## config.mk

```make
export PLATFORM = sky130hd
export DESIGN_NAME = vga_scan_engine
export DESIGN_NICKNAME = d
export VERILOG_FILES = /design/src/rtl/vga_pkg.sv /design/src/rtl/vga_delay_line.sv /design/src/rtl/vga_scan_engine.sv
export SDC_FILE = /design/constraint.sdc
export NUM_CORES = 1
export LEC_CHECK = 0
export BUFFER_PORTS_ARGS = -buffer_cell sky130_fd_sc_hd__buf_2
export CAP_MARGIN = 30
export CORE_MARGIN = 2
export CORE_UTILIZATION = 35
export CTS_CLUSTER_SIZE = 25
export DETAILED_ROUTE_END_ITERATION = 12
export PLACE_DENSITY_LB_ADDON = 0.25
export SETUP_SLACK_MARGIN = 0.2
export SLEW_MARGIN = 20
export SYNTH_ARGS = -nofsm -noshare
export SYNTH_HDL_FRONTEND = slang
export SYNTH_SLANG_ARGS = --single-unit
```

## constraint.sdc

```tcl
create_clock -name clk -period 4.8 [get_ports clk]
set_input_delay 0.48 -clock clk [delete_from_list [all_inputs] [get_ports clk]]
set_output_delay 0.48 -clock clk [all_outputs]
set_load 0.01 [all_outputs]
```

## src/rtl/vga_pkg.sv

```systemverilog
// Shared timing types, the stock 640x480@60 timing set and elaboration-time
// configuration helpers for the VGA scan engine.
package vga_pkg;

    typedef struct packed {
        int unsigned h_vis;
        int unsigned h_fp;
        int unsigned h_sync;
        int unsigned h_bp;
        int unsigned v_vis;
        int unsigned v_fp;
        int unsigned v_sync;
        int unsigned v_bp;
    } vga_timing_t;

    localparam vga_timing_t VGA_640x480_60 = '{
        h_vis: 640, h_fp: 16, h_sync: 96, h_bp: 48,
        v_vis: 480, v_fp: 10, v_sync: 2,  v_bp: 33
    };

    // Ceiling log2, never below 1 so derived vectors always have a bit.
    function automatic int unsigned vga_clog2(input int unsigned value);
        int unsigned w;
        w = 1;
        while ((64'd1 << w) < 64'(value)) w++;
        return w;
    endfunction

    function automatic bit vga_cfg_ok(input int unsigned h_vis, input int unsigned v_vis,
                                      input int unsigned scale, input int unsigned rd_lat);
        return (scale == 1 || scale == 2 || scale == 4) &&
               (h_vis % scale == 0) && (v_vis % scale == 0) && (rd_lat >= 1);
    endfunction

endpackage

```

## src/rtl/vga_delay_line.sv

```systemverilog
// Fixed-depth shift register with synchronous clear; aligns the stage-0
// decode bundle with the framebuffer return path.
module vga_delay_line #(
    parameter int unsigned WIDTH = 1,
    parameter int unsigned DEPTH = 1
) (
    input  logic             clk,
    input  logic             clr,
    input  logic [WIDTH-1:0] d,
    output logic [WIDTH-1:0] q
);

    logic [WIDTH-1:0] stage [DEPTH];

    always_ff @(posedge clk) begin
        if (clr) begin
            stage <= '{default: '0};
        end else begin
            stage[0] <= d;
            for (int unsigned i = 1; i < DEPTH; i++) begin
                stage[i] <= stage[i-1];
            end
        end
    end

    assign q = stage[DEPTH-1];

endmodule

```

## src/rtl/vga_scan_engine.sv

```systemverilog
// Programmable VGA raster generator: H/V counters, replicated framebuffer
// addressing and latency-aligned colour/sync/blank/marker outputs.
module vga_scan_engine
    import vga_pkg::*;
#(
    parameter int unsigned H_VIS  = VGA_640x480_60.h_vis,
    parameter int unsigned H_FP   = VGA_640x480_60.h_fp,
    parameter int unsigned H_SYNC = VGA_640x480_60.h_sync,
    parameter int unsigned H_BP   = VGA_640x480_60.h_bp,
    parameter int unsigned V_VIS  = VGA_640x480_60.v_vis,
    parameter int unsigned V_FP   = VGA_640x480_60.v_fp,
    parameter int unsigned V_SYNC = VGA_640x480_60.v_sync,
    parameter int unsigned V_BP   = VGA_640x480_60.v_bp,
    parameter bit          HS_POL = 1'b0,
    parameter bit          VS_POL = 1'b0,
    parameter int unsigned SCALE  = 2,
    parameter int unsigned CH_W   = 8,
    parameter bit          MONO   = 1'b1,
    parameter int unsigned RD_LAT = 1,
    localparam int unsigned ADDR_W = vga_clog2((H_VIS/SCALE)*(V_VIS/SCALE)),
    localparam int unsigned PIX_W  = MONO ? CH_W : 3*CH_W
) (
    input  logic              clk,
    input  logic              rst,
    input  logic              en,
    output logic              rd_en,
    output logic [ADDR_W-1:0] rd_addr,
    input  logic [PIX_W-1:0]  pix_in,
    output logic [CH_W-1:0]   VGA_R,
    output logic [CH_W-1:0]   VGA_G,
    output logic [CH_W-1:0]   VGA_B,
    output logic              VGA_HS,
    output logic              VGA_VS,
    output logic              VGA_BLANK_N,
    output logic              VGA_SYNC_N,
    output logic              frame_start,
    output logic              line_start
);

    if (!vga_cfg_ok(H_VIS, V_VIS, SCALE, RD_LAT)) begin : g_bad_cfg
        $error("vga_scan_engine: SCALE must be 1/2/4 dividing H_VIS and V_VIS, RD_LAT >= 1");
    end

    localparam int unsigned H_TOT = H_VIS + H_FP + H_SYNC + H_BP;
    localparam int unsigned V_TOT = V_VIS + V_FP + V_SYNC + V_BP;
    localparam int unsigned HW    = vga_clog2(H_TOT);
    localparam int unsigned VW    = vga_clog2(V_TOT);
    localparam int unsigned SW    = vga_clog2(SCALE);

    localparam logic [HW-1:0]     H_VIS_C   = HW'(H_VIS);
    localparam logic [HW-1:0]     H_HS_BEG  = HW'(H_VIS + H_FP);
    localparam logic [HW-1:0]     H_HS_LAST = HW'(H_VIS + H_FP + H_SYNC - 1);
    localparam logic [HW-1:0]     H_LAST    = HW'(H_TOT - 1);
    localparam logic [VW-1:0]     V_VIS_C   = VW'(V_VIS);
    localparam logic [VW-1:0]     V_VS_BEG  = VW'(V_VIS + V_FP);
    localparam logic [VW-1:0]     V_VS_LAST = VW'(V_VIS + V_FP + V_SYNC - 1);
    localparam logic [VW-1:0]     V_LAST    = VW'(V_TOT - 1);
    localparam logic [SW-1:0]     S_LAST    = SW'(SCALE - 1);
    localparam logic [ADDR_W-1:0] ROW_STEP  = ADDR_W'(H_VIS / SCALE);

    logic [HW-1:0]     h_cnt;
    logic [VW-1:0]     v_cnt;
    logic [SW-1:0]     sx, sy;
    logic [ADDR_W-1:0] col, row_base;

    logic h_end, v_end, v_vis, act, hs_a, vs_a, fs_a, ls_a;

    always_comb begin
        h_end = (h_cnt == H_LAST);
        v_end = (v_cnt == V_LAST);
        v_vis = (v_cnt < V_VIS_C);
        act   = en && (h_cnt < H_VIS_C) && v_vis;
        hs_a  = en && (h_cnt >= H_HS_BEG) && (h_cnt <= H_HS_LAST);
        vs_a  = en && (v_cnt >= V_VS_BEG) && (v_cnt <= V_VS_LAST);
        fs_a  = act && (h_cnt == '0) && (v_cnt == '0);
        ls_a  = act && (h_cnt == '0);
    end

    // row_base/col track the counter position so rd_addr = row_base + col
    // without a multiplier; sx/sy count replications of a source pixel/line.
    always_ff @(posedge clk) begin
        if (rst) begin
            h_cnt    <= '0;
            v_cnt    <= '0;
            sx       <= '0;
            sy       <= '0;
            col      <= '0;
            row_base <= '0;
        end else if (en) begin
            if (h_end) begin
                h_cnt <= '0;
                col   <= '0;
                sx    <= '0;
                if (v_end) begin
                    v_cnt    <= '0;
                    sy       <= '0;
                    row_base <= '0;
                end else begin
                    v_cnt <= v_cnt + 1'b1;
                    if (v_vis) begin
                        if (sy == S_LAST) begin
                            sy       <= '0;
                            row_base <= row_base + ROW_STEP;
                        end else begin
                            sy <= sy + 1'b1;
                        end
                    end
                end
            end else begin
                h_cnt <= h_cnt + 1'b1;
                if (act) begin
                    if (sx == S_LAST) begin
                        sx  <= '0;
                        col <= col + 1'b1;
                    end else begin
                        sx <= sx + 1'b1;
                    end
                end
            end
        end
    end

    always_ff @(posedge clk) begin
        if (rst) begin
            rd_en   <= 1'b0;
            rd_addr <= '0;
        end else begin
            rd_en <= act;
            if (act) rd_addr <= row_base + col;
        end
    end

    // Depth RD_LAT+1 lines the decode up with pix_in; the output register adds the last cycle.
    logic [4:0] dly_q;
    logic       d_act, d_hs, d_vs, d_fs, d_ls;

    vga_delay_line #(
        .WIDTH (5),
        .DEPTH (RD_LAT + 1)
    ) u_dly (
        .clk (clk),
        .clr (rst),
        .d   ({act, hs_a, vs_a, fs_a, ls_a}),
        .q   (dly_q)
    );

    assign {d_act, d_hs, d_vs, d_fs, d_ls} = dly_q;

    logic [CH_W-1:0] pix_r, pix_g, pix_b;

    if (MONO) begin : g_mono
        assign pix_r = pix_in;
        assign pix_g = pix_in;
        assign pix_b = pix_in;
    end else begin : g_rgb
        assign pix_r = pix_in[3*CH_W-1 -: CH_W];
        assign pix_g = pix_in[2*CH_W-1 -: CH_W];
        assign pix_b = pix_in[CH_W-1:0];
    end

    always_ff @(posedge clk) begin
        if (rst) begin
            VGA_R       <= '0;
            VGA_G       <= '0;
            VGA_B       <= '0;
            VGA_HS      <= ~HS_POL;
            VGA_VS      <= ~VS_POL;
            VGA_BLANK_N <= 1'b0;
            frame_start <= 1'b0;
            line_start  <= 1'b0;
        end else begin
            VGA_R       <= d_act ? pix_r : '0;
            VGA_G       <= d_act ? pix_g : '0;
            VGA_B       <= d_act ? pix_b : '0;
            VGA_HS      <= d_hs ? HS_POL : ~HS_POL;
            VGA_VS      <= d_vs ? VS_POL : ~VS_POL;
            VGA_BLANK_N <= d_act;
            frame_start <= d_fs;
            line_start  <= d_ls;
        end
    end

    assign VGA_SYNC_N = 1'b0;

endmodule

```

======== Word level (Yosys, flattened, before mapping) ========
Cells that the tools add are included.
operators by class
  bitwise gates (word level) .............. 1
  add/sub/neg operators ................... 7
  reductions and logical operators ........ 20
  equal/unequal tests ..................... 2
  $lt $le $gt $ge ......................... 6
  multiplexer cells ....................... 16
operator list
  cell                                                                number
  two-way mux 17 bit                                                  6
  adder 10 x 1 -> 10 bit, second input constant                       2
  equality test 10 bit, second input constant                         2
  zero test 10 bit                                                    2
  two-way mux 10 bit                                                  2
  adder 17 x 1 -> 17 bit, second input constant                       1
  adder 17 bit                                                        1
  adder 17 x 9 -> 17 bit, second input constant                       1
  greater-or-equal comparator 10 bit, second input constant           1
  greater-or-equal comparator 10 x 9 -> 1 bit, second input constant  1
  less-or-equal comparator 10 bit, second input constant              1
  less-or-equal comparator 10 x 9 -> 1 bit, second input constant     1
  < comparator 10 bit, second input constant                          1
  < comparator 10 x 9 -> 1 bit, second input constant                 1
  logical AND 1 bit                                                   8
  two-way mux 1 bit                                                   8
  nonzero test 2 bit                                                  4
  AND reduction 3 bit                                                 2
  AND reduction 2 bit                                                 2
  AND reduction 4 bit                                                 1
  adder 1 bit, second input constant                                  2
  OR reduction 2 bit                                                  1
  inverter 1 bit                                                      1
word-level totals
  output and inout bits ................... 48
  word-level logic and storage cells ...... 68
  bits in registers ....................... 97

======== Longest topological paths before layout ========
Gate-level depths: netlist (run 1).
  word-level depth ........................ 5
  gate-level depth with buffers ........... 8

======== By module ========
From an unflattened synthesis (run 1), not the netlist that was laid out.
unflattened totals
  cell total of the unflattened synthesis .. 503
  area, all modules ....................... 4,360.4 µm²
modules (own cells, without submodules)
  module           times used  area each (µm²)  cells each  seq. area each (µm²)
  vga_scan_engine  1           4,060.1          478         1,621.6
  vga_delay_line   1           300.3            25          200.2

======== Worst setup path before layout (run 1) ========
OpenSTA, ideal clock, no wires.
  path type ............................... register -> register
  from .................................... reg col[7]
  to ...................................... reg rd_addr[16]
  library setup time ...................... 0.122 ns
  arrival time ............................ 1.975 ns
  data required time ...................... 4.678 ns
  slack ................................... 2.703 ns
  cell stages (with the launch flop) ...... 7
  path through ............................ dfxtp_1 > ha_1 > a21oi_1 > o22ai_1 > a2111oi_0 > mux2i_1 > a311o_1
between the ends
  cells in the longest elaborated chain, start to end .. 1
ends and longest elaborated chain
  element                 RTL line                text
  start, declared         vga_scan_engine.sv:64   logic [ADDR_W-1:0] col, row_base;
  start signal, assigned  vga_scan_engine.sv:114  col <= col + 1'b1;
  adder 17 bit            vga_scan_engine.sv:129  if (act) rd_addr <= row_base + col;
  end signal, assigned    vga_scan_engine.sv:129
  end, declared           vga_scan_engine.sv:27   output logic [ADDR_W-1:0] rd_addr,
No other way between the ends.
A chain may end at the register's enable or synchronous reset.

======== Final worst setup path (run 1) ========
  from .................................... reg h_cnt[0]
  to ...................................... reg v_cnt[7]
between the ends
  cells in the longest elaborated chain, start to end .. 2
ends and longest elaborated chain
  element                        RTL line                text
  start, declared                vga_scan_engine.sv:61   logic [HW-1:0] h_cnt;
  start signal, assigned         vga_scan_engine.sv:110  h_cnt <= h_cnt + 1'b1;
  equality test 10 bit           vga_scan_engine.sv:69   h_end = (h_cnt == H_LAST);
  AND reduction 2 bit (no line)  -
  end signal, assigned           vga_scan_engine.sv:99   v_cnt <= v_cnt + 1'b1;
  end, declared                  vga_scan_engine.sv:62   logic [VW-1:0] v_cnt;
No other way between the ends.

==> flow_summary.toml, run 1 <==
[worst_hold_path]
hold_path.class = "in2reg"
hold_depth = 2
min_to = "VGA_B[2]"
hp-start = "pix_in[2]"

[setup_path]
timing.rr.end = "v_cnt[7]"
crit_type = "reg2reg"
slowest_delay_ns = 0.76
cp-end-kind = "flip-flop"
reg2reg_setup_slack_ns = 2.23
critPathLaunchType = "flip-flop"
critPathMaxFanout = 20
crit_chain = "ha_1 > nand4_1 > or3_1 > o21ai_2 > nor2_1"
crit_family = "simple AND/OR/NAND/NOR gates"
worst-path-stages = 5
crit_arrival_ns = 2.77
crit_buf_inv = 0
r2r_start = "h_cnt[0]"
required_ns = 5.00
crit_start = "h_cnt[0]"
slowest_stage = "o21ai_2"
r2r_cells = 5

[timing]
relSlewSlack = 0.4097
fin_skew_ns = 0.006518
fin_crit_sh = 0.5349
fin_tns_setup_ns = 0
worstMarginPinSlew_ns = 0.8807
hold_violations = 0
rsz0062_at_grt = "false"
min_period_ns = 2.567
setup_ws_ns = 2.233
drv_slew = 0
setup_viol_count_final = 0
fmax_ghz = 0.3895

[power_and_ir_drop]
p_leak_nw = 1.929
cellPowerDensity_mw_per_mm2 = 313.6
peakVddDrop_mv = 0.1591

[grt]
antenna_found_initial = 0
first_global_vias = 3243
grt_max_degree = 44
grt_overflow = 0
track_usage = 0.1510
grt_first_pass_wirelength_um = 15790

[floorplanning]
die_y_um = 114.8
dieArea_sq_mm = 0.01319
coreArea_sq_mm = 0.01201
num_rows = 40
io_pins = 59
start_util = 0.3580
die-width_um = 114.8

[yosys]
ys_warn_count = 0
syn-cell-area_sq_mm = 0.004300
async_reset_ff_frac = 0
synth_nets = 513
yosysSeqAreaShare = 0.4190
ys_types = 57
ys.flop_type = "dfxtp_1"
netlist_instances = 486
synth_edf_count = 0
ys_seq_elements = 90
syn_area_per_cell_sq_um = 8.849

[finish]
nets = 542
diodes = 0
syn2layout_area_growth_pct = 12.51
nFillCells = 1208
drive_gt1_frac = 0.1635

[cts]
clock_sinks = 90
clock_latency_ns = 0.35
cts_tree = "done"
clk_pin_slew_worst_paths_ns = 0.07
clk_path_buf_depth = 2
cts_resized = 0
htreeDepth = 3
hold_buffers = 0
cts_setup_buffers = 0
cts_buffers = 9
clockRootBuffer = "clkbuf_16"

[drt]
drt_iter0_drc = 161
detail-route-antenna-nets = 0
via_per_inst = 5.229
drc = 0
wl_per_cell_um = 14.00
dr.pass1.iters = 4
vias = 3488
wirelength_um = 9340

[place]
dp_slack_ns = 2.077
place.gp.congestion = 0.7990
portBuffers = 57
hpwl_um = 6405

[job]
cap_violations = 0

[run_status]
outcome = "finished clean"
## synth_stat cells, types with 4 or more instances
cell,n,area share
a211oi_1,6,0.010
a21oi_1,28,0.033
a31oi_1,6,0.0087
and2_1,13,0.019
and3_1,12,0.017
and4_1,4,0.0081
buf_4,18,0.031
clkbuf_1,17,0.015
dfxtp_1,90,0.42
ha_1,16,0.047
inv_1,10,0.0087
mux2i_1,5,0.012
nand2_1,43,0.038
nand3_1,21,0.024
nand4_1,10,0.015
nor2_1,51,0.045
nor2b_1,8,0.012
nor3_1,11,0.013
nor4_1,4,0.0058
nor4b_1,5,0.010
o2111ai_1,4,0.0081
o211ai_1,5,0.0087
o21ai_0,11,0.013
or3_1,8,0.012
xnor2_1,20,0.041
xor2_1,18,0.037
## through the flow
| step | hold slack [ns] | power (mW) | instances | instance area (sq um) | util |
|---|---|---|---|---|---|
| 2_1_floorplan | 0.3434 | 0.8194 | 486 | 4300 | - |
| 3_3_place_gp | 0.3481 | 0.8343 | 651 | 4543 | 0.3782 |
| 3_5_place_dp | 0.3551 | 0.8354 | 651 | 4543 | 0.3782 |
| 4_1_cts | 0.3210 | 1.542 | 667 | 4838 | 0.4028 |
| 5_1_grt | 0.3320 | 1.590 | 667 | 4838 | 0.4028 |
| 6_report | 0.3339 | 1.517 | 667 | 4838 | 0.4028 |
## state kept, by name, indices dropped and copies added (netlist names)
| name | cells |
|---|---|
| VGA_VS | 1 |
| rd_en | 1 |
| sy | 1 |
| u_dly.q | 5 |
| frame_start | 1 |
| sx | 1 |
| line_start | 1 |
| VGA_BLANK_N | 1 |
| rd_addr | 17 |
| VGA_HS | 1 |
| v_cnt | 10 |
| h_cnt | 10 |
| VGA_B | 8 |
| u_dly.stage | 4 |
| col | 17 |
| row_base | 11 |
## placed cells by master (no fill, tap or decap), types with 3 or more instances in the layout
| master | n |
|---|---|
| o211ai_1 | 5 |
| or3_1 | 8 |
| ha_1 | 16 |
| clkbuf_16 | 9 |
| mux2i_1 | 5 |
| nand2_1 | 43 |
| nand4_1 | 10 |
| o2111ai_1 | 4 |
| o21ai_0 | 11 |
| buf_2 | 57 |
| inv_1 | 10 |
| nor3_1 | 11 |
| nand3_1 | 21 |
| and3_1 | 12 |
| nor2b_1 | 8 |
| a211oi_1 | 6 |
| clkinvlp_4 | 4 |
| and4_1 | 4 |
| or4_1 | 3 |
| a31oi_1 | 6 |
| dfxtp_1 | 90 |
| nor4b_1 | 5 |
| and2_1 | 13 |
| or2_2 | 3 |
| nor4_1 | 4 |
| xor2_1 | 18 |
| a2111oi_4 | 3 |
| nor2_1 | 51 |
| xnor2_1 | 20 |
| a21oi_1 | 28 |
## power breakdown
group	leakage (nW)	switching (mW)	total [mW]	internal [mW]
clock network	0.133	0.298	0.699	0.401
registers	0.727	0.00530	0.761	0.756
logic	1.07	0.0382	0.0572	0.0190
total	1.93	0.341	1.52	1.18
## layer usage
layer  part of all wire  global-route usage
met5                  0                   0
met4              0.013             0.06345
met3              0.037             0.03690
met2               0.45              0.2345
met1               0.50              0.2008
## worst max path at each step
stage	to	slack, ns
after floorplan	rd_addr[16]	2.70
after global placement	row_base[16]	2.15
after detailed placement	v_cnt[6]	2.08
after CTS	v_cnt[7]	2.20
after global routing	col[9]	2.00
final	v_cnt[7]	2.23
## cell families (layout without fill, tap and decap cells)
kind of cell,Yosys count,in the layout,synth area share
AOI/OAI and AO/OA,78,78,0.1295
muxes,6,6,0.01426
and+or+nand+nor,207,207,0.2493
xor gates and xnor gates,38,38,0.07739
DFF,90,90,0.4190
other,1,1,0.0008720
adders and majority gates,16,16,0.04655
buffers and inverters,50,84,0.06314
## cell type report
type | count | area (sq um) | area share
Clock inverter | 7 | 70.07 | 0.01448
Clock buffer | 9 | 225.2 | 0.04655
Tap cell | 147 | 183.9 | 0.03801
Inverter | 10 | 37.54 | 0.007758
Timing Repair Buffer | 58 | 292.8 | 0.06051
Sequential cell | 90 | 1802 | 0.3724
Multi-Input combinational cell | 346 | 2227 | 0.4603
(Power assumes the default switching activity.)
==> run 2, diff against run 1 <==
--- a/config.mk
+++ b/config.mk
@@ -5,6 +5,7 @@
 export SDC_FILE = /design/constraint.sdc
 export NUM_CORES = 1
 export LEC_CHECK = 0
+export ABC_AREA = 1
 export BUFFER_PORTS_ARGS = -buffer_cell sky130_fd_sc_hd__buf_2
 export CAP_MARGIN = 30
 export CORE_MARGIN = 2
==> constraint.sdc (replaced) <==
create_clock -name clk -period 2.2 [get_ports clk]
set_input_delay 0.22 -clock clk [delete_from_list [all_inputs] [get_ports clk]]
set_output_delay 0.22 -clock clk [all_outputs]
set_load 0.01 [all_outputs]
==> flow_summary.toml, run 2 <==
[cts]
clock_sinks = 90
cts_tree = "done"
clk_path_buf_depth = 2
cts_buffers = 9
htreeDepth = 3
clockRootBuffer = "clkbuf_16"
clk_pin_slew_worst_paths_ns = 0.07
hold_buffers = 0
clock_latency_ns = 0.34

[power_and_ir_drop]
p_sw_frac = 0.2548
cellPowerDensity_mw_per_mm2 = 612.4
clockPowerShare = 0.454
p_switching_mw = 0.8643
p_int_mw = 2.527
peakVddDrop_mv = 0.3911
comb_power_share = 0.052
p_seq_frac = 0.494
p_leak_nw = 2.514

[finish]
nets = 792
syn2layout_area_growth_pct = 12.82
final_common_cell = "nand2_1"
layout_common_cells = "nand2_1, nor2_1, dfxtp_1, inv_1, buf_2"
drive_gt1_frac = 0.1442
diodes = 0
fin_util = 0.4021
reg_top3 = "col x17, rd_addr x17, row_base x11"
nFillCells = 1476

[setup_path]
timing.rr.end = "rd_addr[10]"
required_ns = 2.43
r2r_cells = 8
crit_arrival_ns = 2.00
endpoint = "rd_addr[10]"
crit_type = "reg2reg"
cp-end-kind = "flip-flop"
crit_start = "row_base[7]"
reg2reg_setup_slack_ns = 0.43
critPathMaxFanout = 5
r2r_start = "row_base[7]"
critPathLaunchType = "flip-flop"

[yosys]
synth_nets = 751
synth_top_family_by_area = "simple AND/OR/NAND/NOR gates"
yosysSeqAreaShare = 0.3671
async_reset_ff_frac = 0
syn_area_per_cell_sq_um = 6.780
synth-compound-area-share = 0.08820
synth-simple-area-share = 0.3490
ys_warn_count = 0
ys_types = 38
yosysMostFrequentCell = "nand2_1"
synthAdderAreaFrac = 0.04079
yosys-top-cells-count = "nand2_1, nor2_1, dfxtp_1, inv_1, a21oi_1"
netlist_instances = 724
synth_xor_area_frac = 0.03390
post-synth-top-area-cell = "dfxtp_1"
ys_seq_elements = 90
synth_top_area_share = 0.3671
synthMuxAreaShare = 0
synth_edf_count = 0
yosys-top-cells-area = "dfxtp_1, nand2_1, nor2_1"
syn-cell-area_sq_mm = 0.004908
ys.flop_type = "dfxtp_1"

[drt]
dr.pass1.iters = 5
drc = 0
via_per_inst = 4.605
wl_per_cell_um = 11.69
vias = 4375
wirelength_um = 11110
detail-route-antenna-nets = 0
drt_iter0_drc = 328

[place]
hpwl_um = 8223
portBuffers = 57
place.gp.congestion = 0.8747

[timing]
fin_skew_ns = 0.01075
fin_crit_sh = 0.8059
min_period_ns = 1.773
drv_slew = 0
rsz0062_at_grt = "false"
setup_viol_count_final = 0
fmax_ghz = 0.5640
hold_violations = 0
fin_tns_setup_ns = 0

[grt]
grt_first_pass_wirelength_um = 18570
grt_max_degree = 37
first_global_vias = 3881
grt_overflow = 0
antenna_found_initial = 0
track_usage = 0.1564

[floorplanning]
num_rows = 43
coreArea_sq_mm = 0.01377
start_util = 0.3564
io_pins = 59
die_y_um = 122.4
die-width_um = 122.4
dieArea_sq_mm = 0.01499

[worst_hold_path]
hold_path.class = "in2reg"

[run_status]
outcome = "finished clean"

[job]
cap_violations = 0
[run 2: critical path, cell delays in order (launching register included)]
cell,delay [ns]
dfxtp_1,0.45
ha_1,0.31
nand2_1,0.08
nand2_1,0.14
nand3_1,0.11
nand2_1,0.09
xor2_1,0.16
o21ai_0,0.27
inv_1,0.06
[run 2: per-stage QoR]
| step | instance area (sq um) | total power [mW] | hold slack (ns) | worst slack, ns | instances |
|---|---|---|---|---|---|
| 2_1_floorplan | 4908 | 1.837 | 0.3322 | 0.6866 | 724 |
| 3_3_place_gp | 5230 | 1.893 | 0.3551 | 0.4276 | 934 |
| 3_5_place_dp | 5230 | 1.894 | 0.3555 | 0.3957 | 934 |
| 4_1_cts | 5529 | 3.441 | 0.06914 | 0.3786 | 950 |
| 5_1_grt | 5538 | 3.531 | 0.07714 | 0.2405 | 950 |
| 6_report | 5538 | 3.391 | 0.07808 | 0.4269 | 950 |
[run 2: per-layer routing]
metal | part of all wire | GRT usage | wire length [um] | up-vias
met2 | 0.45 | 0.2545 | 4993 | 85
met3 | 0.039 | 0.02928 | 432 | 8
met5 | 0 | 0 | 0 | -
met4 | 0.0074 | 0.05172 | 82 | 0
li1 | - | - | - | 2352
met1 | 0.50 | 0.2082 | 5598 | 1930
[run 2: layout make-up]
| type | count | area, sq um | area share |
|---|---|---|---|
| Inverter | 95 | 356.6 | 0.06439 |
| Sequential cell | 90 | 1802 | 0.3254 |
| Multi-Input combinational cell | 506 | 2525 | 0.4559 |
| Clock inverter | 7 | 73.82 | 0.01333 |
| Tap cell | 180 | 225.2 | 0.04067 |
| Timing Repair Buffer | 63 | 330.3 | 0.05965 |
| Clock buffer | 9 | 225.2 | 0.04067 |
[run 2: how the worst min path moves through the flow]
stage	endpoint	from	slack, ns	depth (start not counted)
floorplan	VGA_B[0]	pix_in[0]	0.33	2
global placement	VGA_HS	u_dly.q[3]	0.36	1
detailed placement	VGA_HS	u_dly.q[3]	0.36	1
CTS	VGA_B[3]	pix_in[3]	0.07	3
global route	VGA_B[6]	pix_in[6]	0.08	3
finish	VGA_B[3]	pix_in[3]	0.08	3
[run 2: what timing repair did]
| item | 4_1_cts | 5_1_grt |
|---|---|---|
| setup endpoints to repair | 0 | 6 |
| resized for setup | 0 | 2 |
| buffers inserted | 0 | 0 |
[run 2: power by group through the flow]
stage	Clock [mW]	Sequential (mW)	Combinational [mW]
after floorplan	0	1.72	0.114
after global placement	0	1.71	0.181
after detailed placement	0	1.71	0.180
after CTS	1.58	1.68	0.181
after global routing	1.65	1.68	0.202
final	1.54	1.67	0.177
[run 2: logic make-up after synthesis]
group / after synthesis
buf+inv: 128
fa+ha+maj: 16
simple gates: 388
flops: 90
other cells: 1
xor+xnor: 19
compound gates: 82
==> run 3, diff against run 2 <==
==> constraint.sdc (replaced) <==
create_clock -name clk -period 1.8 [get_ports clk]
set_input_delay 0.18 -clock clk [delete_from_list [all_inputs] [get_ports clk]]
set_output_delay 0.18 -clock clk [all_outputs]
set_load 0.01 [all_outputs]
==> flow_summary.toml, run 3 (same netlist as run 2, synthesis figures left out) <==
[power_and_ir_drop]
cellPowerDensity_mw_per_mm2 = 673.6
p_int_mw = 3.085
peakVddDrop_mv = 0.5288
p_seq_frac = 0.490
p_leak_nw = 2.706
clockPowerShare = 0.448
finalPower_mw = 4.167
p_sw_frac = 0.2596
p_switching_mw = 1.081
comb_power_share = 0.062

[setup_path]
crit_family = "simple AND/OR/NAND/NOR gates"
critPathLaunchType = "flip-flop"
crit_buf_inv = 2
crit_chain = "ha_4 > nand3_2 > nor2_4 > nand3_4 > buf_8 > nand2_4 > inv_2 > o21ai_0 > nor2_1"
crit_type = "reg2reg"
critPathMaxFanout = 7
required_ns = 2.05
slowest_stage = "dfxtp_4"
cp-end-kind = "flip-flop"
slowest_delay_ns = 0.37
crit_arrival_ns = 1.78

[worst_hold_path]
hold_path.class = "in2reg"

[grt]
grt_first_pass_wirelength_um = 19710
grt_overflow = 0
first_global_vias = 4099
grt_max_degree = 27
track_usage = 0.1675
antenna_found_initial = 0

[timing]
setup_viol_count_final = 0
rsz0062_at_grt = "true"
hold_violations = 0
whs_ns = 0.03166
fin_crit_sh = 0.8499
fin_tns_setup_ns = 0
fmax_ghz = 0.6536
drv_slew = 0
fin_skew_ns = 0.009505
setup_ws_ns = 0.2701
min_period_ns = 1.530

[finish]
seq_area_sq_mm = 0.001844
nFillCells = 1411
layout_common_cells = "nand2_1, nor2_1, inv_1"
reg_top3 = "col x17, rd_addr x17, row_base x11"
multi_input_area_sq_mm = 0.002872
diodes = 0
syn2layout_area_growth_pct = 26.03
final_common_cell = "nand2_1"
drive_gt1_frac = 0.2692
nets = 828

[drt]
via_per_inst = 4.695
detail-route-antenna-nets = 0
drc = 0
wirelength_um = 12370
vias = 4629
drt_iter0_drc = 425
dr.pass1.iters = 5
wl_per_cell_um = 12.55

[floorplanning]
die_y_um = 122.4
num_rows = 43
start_util = 0.3564
dieArea_sq_mm = 0.01499
coreArea_sq_mm = 0.01377
io_pins = 59
die-width_um = 122.4

[cts]
clock_latency_ns = 0.35
clock_sinks = 90
cts_buffers = 9
cts_tree = "done"
clk_path_buf_depth = 2
clockRootBuffer = "clkbuf_16"
htreeDepth = 3
hold_buffers = 0
clk_pin_slew_worst_paths_ns = 0.07

[place]
portBuffers = 57
hpwl_um = 8674
place.gp.congestion = 0.8558
dp_slack_ns = 0.09915

[run_status]
outcome = "finished clean"

[job]
cap_violations = 0
[run 3: routing by layer]
layer | share of wire | vias to the layer above | track usage
met4 | 0.020 | 0 | 0.07112
met5 | 0 | - | 0
met3 | 0.036 | 17 | 0.02649
li1 | - | 2431 | -
met2 | 0.46 | 90 | 0.2712
met1 | 0.48 | 2091 | 0.2210
[run 3: path summary, 6_finish.rpt]
check	start	to	slack [ns]	cells after the start
worst min register to register	u_dly.q[3]	VGA_HS	0.37	1
worst max register to register	h_cnt[1]	col[4]	0.27	9
worst min-delay path	pix_in[7]	VGA_B[7]	0.03	3
worst max-delay path	h_cnt[1]	col[4]	0.27	9
[run 3: through the flow]
stage | std cells | util | instance area (sq um)
floorplan | 724 | - | 4908
global placement | 959 | 0.3934 | 5418
detailed placement | 959 | 0.3934 | 5418
CTS | 976 | 0.4203 | 5789
global route | 986 | 0.4491 | 6186
finish | 986 | 0.4491 | 6186
[run 3: power groups by stage]
stage	Combinational (mW)	Sequential, mW	Clock [mW]
CTS	0.244	2.05	1.91
finish	0.256	2.04	1.87
floorplan	0.140	2.11	0
detailed placement	0.233	2.09	0
global placement	0.233	2.09	0
global route	0.285	2.05	1.99
[run 3: final cells by class]
class | count | share of cell area
sequential | 90 | 0.2981
inverter | 95 | 0.05906
clock inverter | 7 | 0.01052
multi-input combinational | 510 | 0.4642
clock buffer | 9 | 0.03641
timing repair buffer | 95 | 0.09527
tap | 180 | 0.03641
[run 3: worst min-delay path: stages]
cell and delay, ns:
buf_2 0.09, inv_1 0.04, nor2_1 0.03
[run 3: timing repair]
| action | 4_1_cts | 5_1_grt |
|---|---|---|
| endpoints found under the setup margin | 38 | 47 |
| resized for setup | 18 | 89 |
| setup buffers | 0 | 7 |
| hold endpoints to repair | 0 | 0 |
| gates cloned | 1 | 3 |
| pin swaps | 1 | 17 |
